File: src/rtl/spi_slave_core.sv
// SPI target engine: oversamples SCK/NSS/MOSI in the clk_i domain, shifts MISO out of a
// one-entry transmit buffer and assembles 8/16/24/32-bit receive words.
module spi_slave_core #(
    parameter int SYNC_STAGES = 2,
    parameter int DATA_WIDTH  = 32
) (
    input  logic                  clk_i,
    input  logic                  rst_i,
    input  logic                  cpol_i,
    input  logic                  cpha_i,
    input  logic                  lsb_i,
    input  logic [1:0]            dtb_i,
    input  logic                  spi_sck_i,
    input  logic                  spi_nss_i,
    input  logic                  spi_mosi_i,
    output logic                  spi_miso_o,
    output logic                  spi_miso_oe_o,
    input  logic [DATA_WIDTH-1:0] tx_data_i,
    input  logic                  tx_valid_i,
    output logic                  tx_ready_o,
    output logic [DATA_WIDTH-1:0] rx_data_o,
    output logic                  rx_valid_o,
    output logic                  tx_underrun_o,
    output logic                  busy_o
);
    localparam int CW = $clog2(DATA_WIDTH) + 1;

    typedef enum logic {IDLE = 1'b0, ACTIVE = 1'b1} state_t;
    state_t state;

    logic [SYNC_STAGES-1:0] sck_sync, nss_sync, mosi_sync;
    logic sck_d, nss_d;
    logic sck_s, nss_s, mosi_s;
    logic cfg_cpol, cfg_cpha, cfg_lsb;
    logic [1:0] cfg_dtb;
    logic tx_full, load_pending;
    logic [DATA_WIDTH-1:0] tx_buf, shift_tx, rx_shift, rx_next, load_word;
    logic [CW-1:0] rx_cnt, tx_cnt, n_cfg, n_in, rx_pos;
    logic nss_fall, nss_rise, lead_edge, trail_edge, sample_edge, shift_edge;

    function automatic logic [CW-1:0] frame_len(input logic [1:0] dtb);
        return CW'({dtb, 3'b000}) + CW'(8);
    endfunction

    // Bit number idx of the transmit order (MSB-first or LSB-first) within an n-bit frame.
    function automatic logic pick_bit(input logic [DATA_WIDTH-1:0] w, input logic [CW-1:0] idx,
                                      input logic lsb, input logic [CW-1:0] n);
        logic [CW-1:0] pos;
        pos = lsb ? idx : (n - idx - CW'(1));
        return |(w & (DATA_WIDTH'(1) << pos));
    endfunction

    assign sck_s  = sck_sync[SYNC_STAGES-1];
    assign nss_s  = nss_sync[SYNC_STAGES-1];
    assign mosi_s = mosi_sync[SYNC_STAGES-1];

    assign nss_fall    = nss_d & ~nss_s;
    assign nss_rise    = ~nss_d & nss_s;
    assign lead_edge   = (sck_d == cfg_cpol) && (sck_s != cfg_cpol);
    assign trail_edge  = (sck_d != cfg_cpol) && (sck_s == cfg_cpol);
    assign sample_edge = cfg_cpha ? trail_edge : lead_edge;
    assign shift_edge  = cfg_cpha ? lead_edge : trail_edge;

    assign n_cfg     = frame_len(cfg_dtb);
    assign n_in      = frame_len(dtb_i);
    assign load_word = tx_full ? tx_buf : '0;

    always_comb begin
        rx_pos  = cfg_lsb ? rx_cnt : (n_cfg - rx_cnt - CW'(1));
        rx_next = rx_shift | (DATA_WIDTH'(mosi_s) << rx_pos);
    end

    // NSS history resets low so a select already asserted at release is not seen as a fall.
    always_ff @(posedge clk_i) begin
        if (rst_i) begin
            sck_sync  <= '0;
            nss_sync  <= '0;
            mosi_sync <= '0;
            sck_d     <= 1'b0;
            nss_d     <= 1'b0;
        end else begin
            sck_sync  <= {sck_sync[SYNC_STAGES-2:0], spi_sck_i};
            nss_sync  <= {nss_sync[SYNC_STAGES-2:0], spi_nss_i};
            mosi_sync <= {mosi_sync[SYNC_STAGES-2:0], spi_mosi_i};
            sck_d     <= sck_s;
            nss_d     <= nss_s;
        end
    end

    always_ff @(posedge clk_i) begin
        if (rst_i) begin
            state         <= IDLE;
            cfg_cpol      <= 1'b0;
            cfg_cpha      <= 1'b0;
            cfg_lsb       <= 1'b0;
            cfg_dtb       <= 2'b00;
            tx_full       <= 1'b0;
            tx_buf        <= '0;
            shift_tx      <= '0;
            rx_shift      <= '0;
            rx_cnt        <= '0;
            tx_cnt        <= '0;
            load_pending  <= 1'b0;
            spi_miso_o    <= 1'b0;
            spi_miso_oe_o <= 1'b0;
            rx_data_o     <= '0;
            rx_valid_o    <= 1'b0;
            tx_underrun_o <= 1'b0;
        end else begin
            rx_valid_o    <= 1'b0;
            tx_underrun_o <= 1'b0;
            if (tx_valid_i && !tx_full) begin
                tx_buf  <= tx_data_i;
                tx_full <= 1'b1;
            end
            case (state)
                IDLE: begin
                    spi_miso_oe_o <= 1'b0;
                    spi_miso_o    <= 1'b0;
                    rx_cnt        <= '0;
                    tx_cnt        <= '0;
                    load_pending  <= 1'b0;
                    if (nss_fall) begin
                        state         <= ACTIVE;
                        cfg_cpol      <= cpol_i;
                        cfg_cpha      <= cpha_i;
                        cfg_lsb       <= lsb_i;
                        cfg_dtb       <= dtb_i;
                        spi_miso_oe_o <= 1'b1;
                        shift_tx      <= load_word;
                        rx_shift      <= '0;
                        if (tx_full) tx_full <= 1'b0;
                        else         tx_underrun_o <= 1'b1;
                        // cpha=0 must present the first bit before the first sampling edge.
                        if (!cpha_i) begin
                            spi_miso_o <= pick_bit(load_word, '0, lsb_i, n_in);
                            tx_cnt     <= CW'(1);
                        end
                    end
                end
                ACTIVE: begin
                    if (nss_rise) begin
                        state         <= IDLE;
                        spi_miso_oe_o <= 1'b0;
                        spi_miso_o    <= 1'b0;
                        load_pending  <= 1'b0;
                    end else begin
                        if (sample_edge) begin
                            if (rx_cnt == n_cfg - CW'(1)) begin
                                rx_data_o    <= rx_next;
                                rx_valid_o   <= 1'b1;
                                rx_shift     <= '0;
                                rx_cnt       <= '0;
                                load_pending <= 1'b1;
                            end else begin
                                rx_shift <= rx_next;
                                rx_cnt   <= rx_cnt + CW'(1);
                            end
                        end
                        if (shift_edge) begin
                            if (load_pending) begin
                                shift_tx     <= load_word;
                                spi_miso_o   <= pick_bit(load_word, '0, cfg_lsb, n_cfg);
                                tx_cnt       <= CW'(1);
                                load_pending <= 1'b0;
                                if (tx_full) tx_full <= 1'b0;
                                else         tx_underrun_o <= 1'b1;
                            end else begin
                                spi_miso_o <= pick_bit(shift_tx, tx_cnt, cfg_lsb, n_cfg);
                                tx_cnt     <= tx_cnt + CW'(1);
                            end
                        end
                    end
                end
                default: state <= IDLE;
            endcase
        end
    end

    assign tx_ready_o = ~tx_full & ~rst_i;
    assign busy_o     = (state == ACTIVE);
endmodule

File: config.mk
export PLATFORM = sky130hd
export DESIGN_NAME = spi_slave_core
export DESIGN_NICKNAME = d
export VERILOG_FILES = /design/src/rtl/spi_slave_core.sv
export SDC_FILE = /design/constraint.sdc
export NUM_CORES = 1
export LEC_CHECK = 0
export ABC_CLOCK_PERIOD_IN_PS = 6700
export CELL_PAD_IN_SITES_DETAIL_PLACEMENT = 0
export CELL_PAD_IN_SITES_GLOBAL_PLACEMENT = 1
export CORE_MARGIN = 8
export CORE_UTILIZATION = 51
export DETAILED_ROUTE_END_ITERATION = 8
export DONT_BUFFER_PORTS = 1
export PLACE_DENSITY = 0.87
export SLEW_MARGIN = 20
export SYNTH_ARGS = -nofsm -noshare
export SYNTH_HDL_FRONTEND = slang
export SYNTH_SLANG_ARGS = --single-unit
File: constraint.sdc
create_clock -name clk_i -period 6.7 [get_ports clk_i]
set_input_delay 0.335 -clock clk_i [delete_from_list [all_inputs] [get_ports clk_i]]
set_output_delay 0.335 -clock clk_i [all_outputs]
set_load 0.03 [all_outputs]
==> metrics.cfg <==
[sta]
period_minus_slack_ns=2.960
finClkSkew_ns=0.005912
tightestPinTransition_ns=1.181
layout_worst_path_cycle_share=0.4418
finalHoldViolCount=0
grt_setup_unrepaired=no
max_freq_mhz=337.9
timing.slew.headroom=0.2102
finalMaxSlewViolations=0
setup-violations-final=0
finalSetupTns_ns=0

[power]
power.switching_fraction=0.2284
pwr-share-seq=0.493
pwr-share-clk=0.460
power.leakage_nw=2.559
vdd_drop_max_uv=167.7
power_switching_mw=0.4538
overall_power_mw=1.987
power.density_cell_area_nw_per_um2=267.1
power.internal_mw=1.533
combinationalPowerShare=0.047

[final_layout]
post_route_cells_drive_above_1_share=0.07935
antenna_cells_inserted=0
flow.area_growth_from_synthesis_pct=8.783
leading_cell_type_in_the_layout_fill_and_taps_excluded=sky130_fd_sc_hd__dfxtp_1
multi_input_area_um2=3337
final-seq-area_um2=3203
mostFrequentLayoutCells=sky130_fd_sc_hd__dfxtp_1, sky130_fd_sc_hd__nand2_1, sky130_fd_sc_hd__a21oi_1, sky130_fd_sc_hd__nor2_1, sky130_fd_sc_hd__nand3_1
nets=833
num-fill-cells=1244

[placed_design]
port_buffers=0
hpwl_um=11640
routabilityCongestion=0.9947

[drt]
antenna_violating_nets_post_route=0
post-route-drc-count=0
drt-pass1-iter-count=5
vias=5671
wl_per_cell_um=17.71
viasPerCell=5.846
detailedRoute.firstIterationViolations=520
routed_wl_um=17180

[setup_path]
worstSetupEndpointType=flop
worst-endpoint-required_ns=6.99
ff2ff_setup_slack_ns=3.74
worst-r2r-cell-count=9
critPathKind=reg2reg
crit_path_end=rx_data_o[30]
crit_reg_reg_endpoint=rx_data_o[30]
critical_path.startpoint_type=flop
r2r_start=rx_cnt[3]
cp-startpoint=rx_cnt[3]
cp_data_arrival_time_ns=3.25
worstPathMaxFanout=7

[synthesis]
synth-simple-area-share=0.2395
cell_area_synth_um2=6838
fraction_of_synthesized_cell_area_in_xor_and_xnor_cells=0.02617
ys_seq_elements=160
synthFlopType=sky130_fd_sc_hd__dfxtp_1
synth_cell_types=63
synth_top_family_by_area=simple AND/OR/NAND/NOR gates
avgSynthCellArea_um2=8.473
synth.mux.area_fraction=0.02708
synth_compound_gate_area_share=0.1742
synth-adder-area-share=0.01683
ys_async_sr_fraction=0
synthesis_warnings=0
synth_edf_count=0
seq_area_frac_synth=0.4684
synth.net_count=858
synth_cells=807

[floorplan]
initial_core_util=0.5184
top_level_ports=81
floorplan.rows=42
die-height_um=131.8
core_region_area_um2=13190
floorplan.die_area_um2=17370
die_w_um=131.8

[grt]
grt_pass1_wl_um=27550
grt_max_degree=106
first_global_vias=5223
track_usage=0.1946
grt_overflow_total=0
antenna_found_initial=0

[clocking]
numCtsBuffers=17
clockRootBuffer=sky130_fd_sc_hd__clkbuf_16
clock_path_buffers=2
cts_tree=built
htree_num_levels=4
numClockSinks=160
insertion_delay_ns=0.42
clkTransAtPathRegs_ns=0.06
cts_setup_buffers=0

[hold_path]
timing.hold.worst_path_depth=1
path_type_of_the_worst_min_delay_path=in2reg

[run]
maxCapViolations=0

[status]
status=finished, final reports clean

==> worst max-delay path, stage by stage (launching register included) <==
cell                        delay [ns]
sky130_fd_sc_hd__dfxtp_1          0.47
sky130_fd_sc_hd__inv_1            0.13
sky130_fd_sc_hd__ha_1             0.22
sky130_fd_sc_hd__fa_1             0.41
sky130_fd_sc_hd__xor2_1           0.17
sky130_fd_sc_hd__a31oi_1          0.19
sky130_fd_sc_hd__a2bb2oi_1        0.51
sky130_fd_sc_hd__nor2_1           0.31
sky130_fd_sc_hd__a211oi_1         0.33
sky130_fd_sc_hd__nor3_1           0.08
==> layout make-up <==
cell class / instances / area share
clock buffers: 22 / 0.06375
multi-input cells: 583 / 0.4486
repair buffers: 6 / 0.009083
flip-flops and latches: 160 / 0.4306
clock inverters: 9 / 0.01127
inverters: 14 / 0.007065
well taps: 176 / 0.02960
==> cell families (layout without fill, tap and decap cells) <==
family / Yosys count / count (layout)
adders and majority gates: 8 / 8
AOI/OAI and AO/OA: 194 / 194
DFF: 160 / 160
xor gates and xnor gates: 17 / 17
and+or+nand+nor: 348 / 348
muxes: 16 / 16
buffers and inverters: 64 / 51
==> flip-flops by register name, summed over array words and instances, names as in the netlist, 2 cells and up <==
name and flops:
rx_cnt 6, rx_shift 32, tx_buf 32, rx_data_o 32, mosi_sync 2, nss_sync 2
cfg_dtb 2, sck_sync 2, tx_cnt 6, shift_tx 32
==> worst min-delay path by stage <==
stage / from / endpoint
2_1_floorplan: mosi_sync[0] / mosi_sync[1]
3_3_place_gp: rst_i / rx_data_o[9]
3_5_place_dp: rst_i / mosi_sync[1]
4_1_cts: spi_sck_i / sck_sync[0]
5_1_grt: spi_sck_i / sck_sync[0]
6_report: spi_sck_i / sck_sync[0]
==> stage by stage <==
step / hold WS, ns / setup WS, ns / util / std cells / cell area (um2)
finish: 0.04026 / 3.740 / 0.5639 / 970 / 7438
global route: 0.03404 / 3.613 / 0.5639 / 970 / 7438
CTS: 0.02673 / 3.753 / 0.5633 / 970 / 7430
detailed placement: 0.4211 / 3.773 / 0.5181 / 937 / 6834
global placement: 0.4172 / 3.896 / 0.5175 / 937 / 6827
floorplan: 0.4138 / 4.339 / - / 807 / 6838
==> what timing repair did <==
item | 4_1_cts | 5_1_grt
endpoints found under the hold margin | 105 | 0
endpoints found under the setup margin | 0 | 0
hold buffers | 2 | 0
resized for setup | 0 | 0
==> per-layer routing <==
metal | up-vias | global-route usage | share of wire
li1 | 2768 | - | -
met5 | - | 0 | 0
met4 | 0 | 0.06828 | 0.011
met3 | 16 | 0.05640 | 0.076
met2 | 203 | 0.2799 | 0.43
met1 | 2684 | 0.2709 | 0.48
==> cells in the mapped netlist, types with 3 or more instances <==
master | count | area [um2]
sky130_fd_sc_hd__a211oi_1 | 24 | 180.2
sky130_fd_sc_hd__a21oi_1 | 105 | 525.5
sky130_fd_sc_hd__a22o_1 | 5 | 43.79
sky130_fd_sc_hd__a22oi_1 | 7 | 52.55
sky130_fd_sc_hd__a311oi_1 | 3 | 26.28
sky130_fd_sc_hd__a31oi_1 | 9 | 56.30
sky130_fd_sc_hd__and3_1 | 4 | 25.02
sky130_fd_sc_hd__buf_1 | 3 | 11.26
sky130_fd_sc_hd__buf_2 | 12 | 60.06
sky130_fd_sc_hd__buf_4 | 3 | 22.52
sky130_fd_sc_hd__buf_6 | 8 | 90.09
sky130_fd_sc_hd__clkbuf_1 | 24 | 90.09
sky130_fd_sc_hd__dfxtp_1 | 160 | 3203
sky130_fd_sc_hd__ha_1 | 6 | 75.07
sky130_fd_sc_hd__inv_1 | 13 | 48.80
sky130_fd_sc_hd__mux2i_1 | 14 | 140.1
sky130_fd_sc_hd__nand2_1 | 110 | 412.9
sky130_fd_sc_hd__nand2b_1 | 12 | 75.07
sky130_fd_sc_hd__nand3_1 | 36 | 180.2
sky130_fd_sc_hd__nand4_1 | 7 | 43.79
sky130_fd_sc_hd__nor2_1 | 105 | 394.1
sky130_fd_sc_hd__nor2b_1 | 14 | 87.58
sky130_fd_sc_hd__nor3_1 | 28 | 140.1
sky130_fd_sc_hd__nor3_2 | 12 | 120.1
sky130_fd_sc_hd__nor3b_1 | 4 | 30.03
sky130_fd_sc_hd__o21ai_0 | 7 | 35.03
sky130_fd_sc_hd__o21ai_1 | 4 | 20.02
sky130_fd_sc_hd__o22ai_1 | 8 | 50.05
sky130_fd_sc_hd__o31ai_1 | 3 | 22.52
sky130_fd_sc_hd__o32ai_1 | 3 | 26.28
sky130_fd_sc_hd__xnor2_1 | 10 | 87.58
sky130_fd_sc_hd__xor2_1 | 5 | 43.79
==> power by group through the flow <==
stage / logic, mW / registers (mW) / clock network [mW]
floorplan: 0.0738 / 0.996 / 0
global route: 0.104 / 0.981 / 0.968
detailed placement: 0.0782 / 1.00 / 0
CTS: 0.0922 / 0.980 / 0.930
finish: 0.0928 / 0.980 / 0.914
global placement: 0.0756 / 1.00 / 0
No activity file was read; power rests on OpenSTA's default activity.
